===== src/rtl/multicycle_controller.sv =====
// ---------------------------------------------------------------------------
// multicycle_controller
//
// Control FSM for a multi-cycle RV32I core. It sequences each instruction
// through fetch, decode, execute, memory and writeback, and drives the
// datapath mux selects and write enables. One ALU and one unified memory
// port are shared across all of these steps.
//
// Memory handshake (valid/ready): the controller raises Mem_Rd or Mem_Wr and
// holds it, with the address select unchanged, until Mem_Ready is seen high
// on a rising edge. That edge completes the access, so it is committed once.
// With MEM_HANDSHAKE=0, Mem_Ready is ignored and every access takes one cycle.
//
// Ports
//   clk, rst_n          clock; synchronous active-low reset
//   Instruction         IR contents, valid from DECODE onwards
//   Zero, Lt, Ltu       ALU compare flags used by BRANCH
//   Mem_Ready           memory completes the current access this cycle
//   PC_Wr, IR_Wr, Reg_Wr, Mem_Wr, Mem_Rd   enables/strobes
//   Adr_Src             0 = PC, 1 = ALUOut drives the memory address
//   ALU_Src1/ALU_Src2   ALU operand selects
//   Result_Src          writeback/PC source select
//   ALU_op              0000 ADD, 1000 SUB, else {Funct7b5, Funct3}
//   Imm_Ctrl            immediate format (I/S/B/U/J)
//   dWidth_ctrl         load/store width (Funct3 in memory states)
//   Illegal             high while trapped
//   Retire, Retired     completion pulse and retired-instruction count
//   state_dbg_o         current FSM state, for debug/checkers
// ---------------------------------------------------------------------------
module multicycle_controller #(
    parameter bit MEM_HANDSHAKE = 1'b1,
    parameter int CNT_W         = 32
) (
    input  logic             clk,
    input  logic             rst_n,
    input  logic [31:0]      Instruction,
    input  logic             Zero,
    input  logic             Lt,
    input  logic             Ltu,
    input  logic             Mem_Ready,
    output logic             PC_Wr,
    output logic             IR_Wr,
    output logic             Reg_Wr,
    output logic             Mem_Wr,
    output logic             Mem_Rd,
    output logic             Adr_Src,
    output logic [1:0]       ALU_Src1,
    output logic [1:0]       ALU_Src2,
    output logic [1:0]       Result_Src,
    output logic [3:0]       ALU_op,
    output logic [2:0]       Imm_Ctrl,
    output logic [2:0]       dWidth_ctrl,
    output logic             Illegal,
    output logic             Retire,
    output logic [CNT_W-1:0] Retired,
    output logic [3:0]       state_dbg_o
);

    typedef enum logic [3:0] {
        S_FETCH    = 4'd0,
        S_DECODE   = 4'd1,
        S_MEMADR   = 4'd2,
        S_MEMREAD  = 4'd3,
        S_MEMWB    = 4'd4,
        S_MEMWRITE = 4'd5,
        S_EXECR    = 4'd6,
        S_EXECI    = 4'd7,
        S_ALUWB    = 4'd8,
        S_BRANCH   = 4'd9,
        S_JAL      = 4'd10,
        S_JALR     = 4'd11,
        S_UPPER    = 4'd12,
        S_TRAP     = 4'd13
    } state_t;

    localparam logic [6:0] OP_LOAD   = 7'b0000011;
    localparam logic [6:0] OP_STORE  = 7'b0100011;
    localparam logic [6:0] OP_REG    = 7'b0110011;
    localparam logic [6:0] OP_IMM    = 7'b0010011;
    localparam logic [6:0] OP_BRANCH = 7'b1100011;
    localparam logic [6:0] OP_JAL    = 7'b1101111;
    localparam logic [6:0] OP_JALR   = 7'b1100111;
    localparam logic [6:0] OP_LUI    = 7'b0110111;
    localparam logic [6:0] OP_AUIPC  = 7'b0010111;

    state_t           state_q, state_d;
    logic [CNT_W-1:0] retired_q, retired_d;

    logic [6:0] opcode;
    logic [2:0] funct3;
    logic       funct7b5;
    logic       mem_rdy;
    logic       br_taken;
    logic [2:0] imm_dec;
    logic       unused_bits;

    assign opcode      = Instruction[6:0];
    assign funct3      = Instruction[14:12];
    assign funct7b5    = Instruction[30];
    assign mem_rdy     = MEM_HANDSHAKE ? Mem_Ready : 1'b1;
    assign unused_bits = ^{Instruction[31], Instruction[29:15], Instruction[11:7]};

    // Branch condition; 010/011 are not branch encodings and trap instead.
    always_comb begin
        br_taken = 1'b0;
        case (funct3)
            3'b000:  br_taken = Zero;
            3'b001:  br_taken = !Zero;
            3'b100:  br_taken = Lt;
            3'b101:  br_taken = !Lt;
            3'b110:  br_taken = Ltu;
            3'b111:  br_taken = !Ltu;
            default: br_taken = 1'b0;
        endcase
    end

    // Immediate format follows the opcode; R-type and illegal opcodes
    // leave it at the I format since the immediate is unused there.
    always_comb begin
        imm_dec = 3'b000;
        case (opcode)
            OP_STORE:          imm_dec = 3'b001;
            OP_BRANCH:         imm_dec = 3'b010;
            OP_LUI, OP_AUIPC:  imm_dec = 3'b011;
            OP_JAL:            imm_dec = 3'b100;
            default:           imm_dec = 3'b000;
        endcase
    end

    always_ff @(posedge clk) begin
        if (!rst_n) begin
            state_q   <= S_FETCH;
            retired_q <= '0;
        end else begin
            state_q   <= state_d;
            retired_q <= retired_d;
        end
    end

    always_comb begin
        state_d     = state_q;
        PC_Wr       = 1'b0;
        IR_Wr       = 1'b0;
        Reg_Wr      = 1'b0;
        Mem_Wr      = 1'b0;
        Mem_Rd      = 1'b0;
        Adr_Src     = 1'b0;
        ALU_Src1    = 2'b00;
        ALU_Src2    = 2'b00;
        Result_Src  = 2'b00;
        ALU_op      = 4'b0000;
        Imm_Ctrl    = (state_q == S_FETCH) ? 3'b000 : imm_dec;
        dWidth_ctrl = 3'b010;
        Illegal     = 1'b0;
        Retire      = 1'b0;

        case (state_q)
            S_FETCH: begin
                Mem_Rd     = 1'b1;
                ALU_Src2   = 2'b10;
                Result_Src = 2'b10;
                if (mem_rdy) begin
                    IR_Wr   = 1'b1;
                    PC_Wr   = 1'b1;
                    state_d = S_DECODE;
                end
            end
            S_DECODE: begin
                // Precompute branch/JAL target (OldPC + imm) into ALUOut.
                ALU_Src1 = 2'b01;
                ALU_Src2 = 2'b01;
                case (opcode)
                    OP_LOAD, OP_STORE: state_d = S_MEMADR;
                    OP_REG:            state_d = S_EXECR;
                    OP_IMM:            state_d = S_EXECI;
                    OP_BRANCH:         state_d = S_BRANCH;
                    OP_JAL:            state_d = S_JAL;
                    OP_JALR:           state_d = S_JALR;
                    OP_LUI, OP_AUIPC:  state_d = S_UPPER;
                    default:           state_d = S_TRAP;
                endcase
            end
            S_MEMADR: begin
                ALU_Src1 = 2'b10;
                ALU_Src2 = 2'b01;
                // opcode bit 5 separates store (0100011) from load (0000011)
                state_d  = opcode[5] ? S_MEMWRITE : S_MEMREAD;
            end
            S_MEMREAD: begin
                Adr_Src     = 1'b1;
                Mem_Rd      = 1'b1;
                dWidth_ctrl = funct3;
                if (mem_rdy) state_d = S_MEMWB;
            end
            S_MEMWB: begin
                Result_Src  = 2'b01;
                Reg_Wr      = 1'b1;
                dWidth_ctrl = funct3;
                Retire      = 1'b1;
                state_d     = S_FETCH;
            end
            S_MEMWRITE: begin
                Adr_Src     = 1'b1;
                Mem_Wr      = 1'b1;
                dWidth_ctrl = funct3;
                if (mem_rdy) begin
                    Retire  = 1'b1;
                    state_d = S_FETCH;
                end
            end
            S_EXECR: begin
                ALU_Src1 = 2'b10;
                ALU_op   = {funct7b5, funct3};
                state_d  = S_ALUWB;
            end
            S_EXECI: begin
                // Only shifts-right use bit 30 (SRAI); elsewhere it is imm data.
                ALU_Src1 = 2'b10;
                ALU_Src2 = 2'b01;
                ALU_op   = {(funct3 == 3'b101) ? funct7b5 : 1'b0, funct3};
                state_d  = S_ALUWB;
            end
            S_ALUWB: begin
                Reg_Wr  = 1'b1;
                Retire  = 1'b1;
                state_d = S_FETCH;
            end
            S_BRANCH: begin
                ALU_Src1 = 2'b10;
                ALU_op   = 4'b1000;
                if (funct3 == 3'b010 || funct3 == 3'b011) begin
                    state_d = S_TRAP;
                end else begin
                    PC_Wr   = br_taken;
                    Retire  = 1'b1;
                    state_d = S_FETCH;
                end
            end
            S_JAL: begin
                // PC <- ALUOut (target) while the ALU forms the link OldPC + 4.
                PC_Wr    = 1'b1;
                ALU_Src1 = 2'b01;
                ALU_Src2 = 2'b10;
                state_d  = S_ALUWB;
            end
            S_JALR: begin
                ALU_Src1 = 2'b10;
                ALU_Src2 = 2'b01;
                state_d  = (funct3 == 3'b000) ? S_JAL : S_TRAP;
            end
            S_UPPER: begin
                // opcode bit 5 separates LUI (0110111) from AUIPC (0010111)
                ALU_Src1 = opcode[5] ? 2'b11 : 2'b01;
                ALU_Src2 = 2'b01;
                state_d  = S_ALUWB;
            end
            S_TRAP: begin
                Illegal = 1'b1;
            end
            default: begin
                state_d = S_TRAP;
            end
        endcase
    end

    assign retired_d   = Retire ? retired_q + {{(CNT_W-1){1'b0}}, 1'b1} : retired_q;
    assign Retired     = retired_q;
    assign state_dbg_o = state_q;

endmodule


===== config.mk =====
export PLATFORM = sky130hd
export DESIGN_NAME = multicycle_controller
export DESIGN_NICKNAME = d
export VERILOG_FILES = /design/src/rtl/multicycle_controller.sv
export SDC_FILE = /design/constraint.sdc
export NUM_CORES = 1
export LEC_CHECK = 0
export CELL_PAD_IN_SITES_DETAIL_PLACEMENT = 0
export CELL_PAD_IN_SITES_GLOBAL_PLACEMENT = 1
export CORE_AREA = 2 2 83 101
export DETAILED_ROUTE_END_ITERATION = 12
export DIE_AREA = 0 0 85 103
export PLACE_DENSITY = 0.86
export SLEW_MARGIN = 15
export SYNTH_ARGS = -nofsm -noshare
export SYNTH_HDL_FRONTEND = slang
export SYNTH_SLANG_ARGS = --single-unit

===== constraint.sdc =====
create_clock -name clk -period 2.1 [get_ports clk]
set_clock_uncertainty 0.05 [all_clocks]
set_input_delay 0.42 -clock clk [delete_from_list [all_inputs] [get_ports clk]]
set_output_delay 0.42 -clock clk [all_outputs]
set_load 0.02 [all_outputs]

Yosys cells after proc, flatten, opt, wreduce, memory -nomap -nowiden
Cells that the tools add are included.
{ "word_totals": {"regBits": 36, "input_bits": 38, "out_inout_bits": 60, "elab_cells": 83} }
{ "op_classes": {"add_sub_neg": 1, "muxes": 29, "eq_ne": 32, "n_reduce_logical": 18, "bitwise": 1} }
{ "ops": {"columns": ["op", "n"], "rows": [
  ["4-bit case mux with 10 select lines", 1],
  ["32-bit by 1-bit adder with 32-bit output (second input constant)", 1],
  ["4-bit case mux with 7 select lines", 1],
  ["4-bit == test (second input constant)", 6],
  ["7-bit by 6-bit == test with 1-bit output (second input constant)", 3],
  ["7-bit == test (second input constant)", 3],
  ["4-bit by 3-bit == test with 1-bit output (second input constant)", 4],
  ["4-bit two-way mux", 4],
  ["7-bit by 5-bit == test with 1-bit output (second input constant)", 2],
  ["2-bit OR reduction", 7],
  ["3-bit == test (second input constant)", 4],
  ["3-bit two-way mux", 4],
  ["3-bit case mux with 4 select lines", 1],
  ["4-bit case mux with 3 select lines", 1],
  ["1-bit two-way mux", 10],
  ["5-bit OR reduction", 2],
  ["4-bit by 2-bit == test with 1-bit output (second input constant)", 2],
  ["2-bit case mux with 2 select lines", 2],
  ["7-bit by 2-bit == test with 1-bit output (second input constant)", 1],
  ["3-bit by 2-bit == test with 1-bit output (second input constant)", 2],
  ["2-bit != test (second input constant)", 3],
  ["1-bit case mux with 3 select lines", 2],
  ["1-bit case mux with 6 select lines", 1],
  ["2-bit case mux with 3 select lines", 1],
  ["other kinds (11)", 13]
]} }

Logic depth before layout (Yosys ltp)
{ "logic_depth": {"word_depth": 4, "mapped_depth": 7, "depth_no_buf": 6} }

Least setup slack after synthesis
Ideal clock, no wire load.
{ "synth_path": {"path_type": "reg2out", "start": "register state_q[0] (netlist: state_dbg_o[0])", "end": "output port Imm_Ctrl[0]", "n_path_buf": 1, "path_stages_with_launch": 6, "arrival_ns": 1.829, "path_slack_ns": -0.199, "cell_sequence": "dfxtp_1 clkbuf_1 nor2_1 nand2_1 nand3_1 nor4_1"} }
{ "synth_between": {"elab_chain_cells": 2} }
{ "synth_lines": {"columns": ["element", "line", "source"], "rows": [
  ["start: declaration", "86", "state_t state_q, state_d;"],
  ["start signal: assignment", "135", "state_q <= state_d;"],
  ["4-bit logical NOT", "152", "Imm_Ctrl = (state_q == S_FETCH) ? 3'b000 : imm_dec;"],
  ["3-bit two-way mux", "152", null],
  ["end: declaration", "51", "output logic [2:0] Imm_Ctrl,"]
]} }
Every way passes these cells.

Final worst setup path
{ "layout_path": {"start": "input port Instruction[14]", "end": "output port Retire"} }
{ "layout_between": {"elab_chain_cells": 4, "elab_cells_between_ends": 5, "cone_classes": "eq/ne: 2; mux: 2; reduce/logical: 1"} }
{ "layout_lines": {"columns": ["element", "line", "source"], "rows": [
  ["start: declaration", "36", "input logic [31:0] Instruction,"],
  ["3-bit by 2-bit == test with 1-bit output", "231", "if (funct3 == 3'b010 || funct3 == 3'b011) begin"],
  ["1-bit logical OR (*)", "231", null],
  ["1-bit two-way mux (*)", "231", null],
  ["1-bit case mux with 3 select lines (*)", "157", "case (state_q)"],
  ["end: declaration", "54", "output logic Retire,"]
]} }
Mark *: on every way between the ends. The rest lies on a longest branch, timed or not.

==> impl_results.md <==
* Post-layout instance area at 3650 um2
* Residual overflow from global routing at 0
* Min-Delay Path Depth at 2
* Maximum operating frequency at around 490 MHz
* Total vias in the final route at around 2.7k
* Setup repair after global routing missed its margin: yes
* Final core occ at a little under half
* Longest Clk Path Bufs at 2
* Switching portion of total power at between 30 and 40%
* Post-Syn Instances at between 300 and 400
* Category of the worst setup path capture point: output port
* Post-route minimum period at 2.05 ns
* Combinational Power Share at a little over half
* Clock Power Share at about 21%
* Number of routed nets with antenna violations at 0
* Outcome: complete, no violations
* Critical path data arrival time at 1.58 ns
* Static power due to leakage at 1.45 nW
* Worst-path maximum fanout at 2
* Synth Area per Inst at between 7 and 8 um2
* CP Data Required Time at approximately 1.6 ns
* Number of enable flip-flop cells after synthesis at 0
* Type of the worst setup path: input port to output port
* Hold wc startpoint: Retired[31]
* Share of synthesized area occupied by flip-flops and latches at between 30% and 40%
* Top_reg_cell synth: dfxtp_1
* Detail Placement HPWL at about 5.4 mm
* Switching power total at 1.15 mW
* Fraction of layout cells with a size suffix above 1 at about a quarter
* Worst slew margin relative to its limit at 70.0%
* Fin. max-slew vios at 0
* FFs w/ async S/R, synth at 0%
* Layout Nets at 468
* Kind of launch point of the worst setup path: input port
* Ports placed on the boundary at between 90 and 100
* Total global-route track usage at between 15 and 20%
* Cell area after technology mapping at 2300 um2
* Cell row count at 36
* Die boundary width at around 85 um
* Number of clock sinks seen by CTS at 36
* Dpl cell area at around 3600 um2
* Worst setup slack for register-to-register paths at around 0.12 ns
* Area growth from synthesis to layout at 58.8%
* Final setup violating endpoints at 0
* Share of the cycle needed by the critical path after routing at between 90% and 100%
* IO Port Bufs at 76
* Total wirelength of the detailed-routed design at ~7 mm
* Post-DR wirelength/cell at 13.2 um
* Depth of the worst register-to-register path at 8
* TritonCTS clock tree: done
* Clock transition at path regs at 0.08 ns
* Cell at the root of the clock tree: clkbuf_8
* Via count of the first global-routing pass at 2,599
* Placer's final routability congestion estimate at ~0.82
* WHS Endpoint: Retired[31]
* Yosys warns at 0
* Total power density per cell area at between 800 and 900 nW/um2
* Actual slew at the worst max-slew pin at approximately 0.45 ns
* Worst min path class: flip-flop to flip-flop
* Wire length of the first global-routing pass at roughly 12 mm
* Inserted Diodes at 0
* Number of H-tree levels at 2
* Most frequent cells in the layout: buf_4, clkdlybuf4s50_1, dfxtp_1
* Area inside the core boundary at roughly 8000 um2
* Flip-flop and latch count after synthesis at 36
* Max IR drop VDD at 564 uV
* Internal power component at 1.79 mW
* Count of routing violations after the opening detailed-route iteration at about 110
* Number of buffers added by the clock tree synthesis step at 5
* Count of maximum capacitance violations at 0
* Initial standard-cell utilization of the core at between 20% and 30%
* Number of endpoints with negative hold slack in the final report at 0
* Via density per instance at 5.19
* Syn Nets at 341
* R2r endpoint: Retired[28]
* Buffers inserted during post-CTS setup optimization at 0
* Clock latency at the later pin of the worst-skew pair at approximately 0.29 ns
* Most common library cell in the layout ignoring fill and taps: buf_4
* Total DRC errors in the routed layout at 0
* Sequential power share at about a quarter
* Largest net degree at the start of global routing at 32
* Height of the chip at between 100 and 150 um
* Distinct cells, synth at 49
* Detailed-routing iteration count for the pre-antenna-repair pass at 4
* Full die area at between 8000 and 9000 um2
* Antenna violations before repair at 0
* Worst reg2reg startpoint: state_dbg_o[3]
-- synth_stat cells, types with 5 or more instances --
| cell type | count | share of area [%] |
|---|---|---|
| inv_1 | 12 | 2.0 |
| or4_1 | 9 | 2.9 |
| o31ai_1 | 9 | 2.9 |
| o21ai_0 | 19 | 4.1 |
| nand4_1 | 14 | 3.8 |
| xor2_1 | 16 | 6.1 |
| nand2_1 | 18 | 2.9 |
| or3_1 | 14 | 3.8 |
| and3_1 | 9 | 2.4 |
| nor3_1 | 10 | 2.2 |
| nor2_1 | 26 | 4.2 |
| and2_1 | 5 | 1.4 |
| a21oi_1 | 26 | 5.7 |
| dfxtp_1 | 36 | 31 |
| nand3_1 | 16 | 3.5 |
| clkbuf_1 | 10 | 1.6 |
| nand2b_1 | 6 | 1.6 |
-- metal layers --
layer / GRT usage, % / share of wire (%)
met1: 18.4 / 42
met2: 30.3 / 52
met3: 3.92 / 5.7
met4: 4.15 / 0.88
met5: 0 / 0
-- worst max-delay path by stage --
stage                         start        endpoint  slack [ns]  cells past startpoint
floorplan            state_dbg_o[3]     ALU_Src2[1]       -0.04                      4
global route         state_dbg_o[2]  state_dbg_o[2]      -0.005                      3
finish              Instruction[14]          Retire        0.05                      7
global placement    Instruction[14]           PC_Wr       -0.69                      7
detailed placement  Instruction[14]          Retire       -0.71                      7
CTS                 Instruction[14]          Retire       -0.10                      7
-- flip-flops by register name (all words and copies together) (netlist names) --
| signal | count |
|---|---|
| Retired | 32 |
| state_dbg_o | 4 |
-- power groups by stage --
stage                     Combinational [mW]  Sequential (mW)  Clock (mW)
final                                   1.57            0.758       0.609
after global routing                    1.70            0.763       0.654
after CTS                               1.55            0.757       0.622
after detailed placement                1.60            0.768           0
after global placement                  1.60            0.770           0
after floorplan                        0.761            0.810           0
-- critical path, stage by stage --
cell,delay (ns)
clkbuf_2,0.10
buf_4,0.13
or2b_1,0.25
a311o_4,0.42
nand2_2,0.08
inv_1,0.04
buf_4,0.15
-- layout make-up --
cell class | count | area [um2]
Tap cell | 95 | 119
Fill cell | 816 | 4230
Sequential cell | 36 | 724
Clock inverter | 3 | 42.5
Timing Repair Buffer | 136 | 1130
Clock buffer | 5 | 68.8
Multi-Input combinational cell | 238 | 1520
Inverter | 12 | 45.0
-- metrics by stage --
| step | TNS [ns] | hold slack (ns) | instances | setup WS (ns) | total power, mW |
|---|---|---|---|---|---|
| 6_report | 0 | 0.444 | 525 | 0.0468 | 2.94 |
| 5_1_grt | -0.00511 | 0.462 | 525 | -0.00511 | 3.11 |
| 4_1_cts | -0.311 | 0.444 | 525 | -0.101 | 2.93 |
| 3_5_place_dp | -16.33 | 0.433 | 517 | -0.709 | 2.37 |
| 3_3_place_gp | -14.25 | 0.415 | 517 | -0.686 | 2.37 |
| 2_1_floorplan | -0.0948 | 0.492 | 302 | -0.0381 | 1.57 |
-- logic make-up (layout without fill, tap and decap cells) --
| kind of cell | Yosys count | count (layout) | share of synthesized area [%] |
|---|---|---|---|
| multiplexers | 3 | 3 | 1.36 |
| adder cells (fa/ha/maj) | 1 | 1 | 0.544 |
| buffers and inverters | 28 | 156 | 5.49 |
| XOR/XNOR | 19 | 19 | 7.23 |
| AO/OA/AOI/OAI | 70 | 70 | 18.8 |
| AND/OR/NAND/NOR | 145 | 145 | 35.2 |
| flip-flops | 36 | 36 | 31.3 |
-- timing repair --
| item | CTS | global route |
|---|---|---|
| setup endpoints to repair | 43 | 32 |
| pin swaps | 7 | 3 |
| gates resized for setup | 91 | 30 |
| hold buffers | 0 | 0 |
No activity file was read; power rests on OpenSTA's default activity.
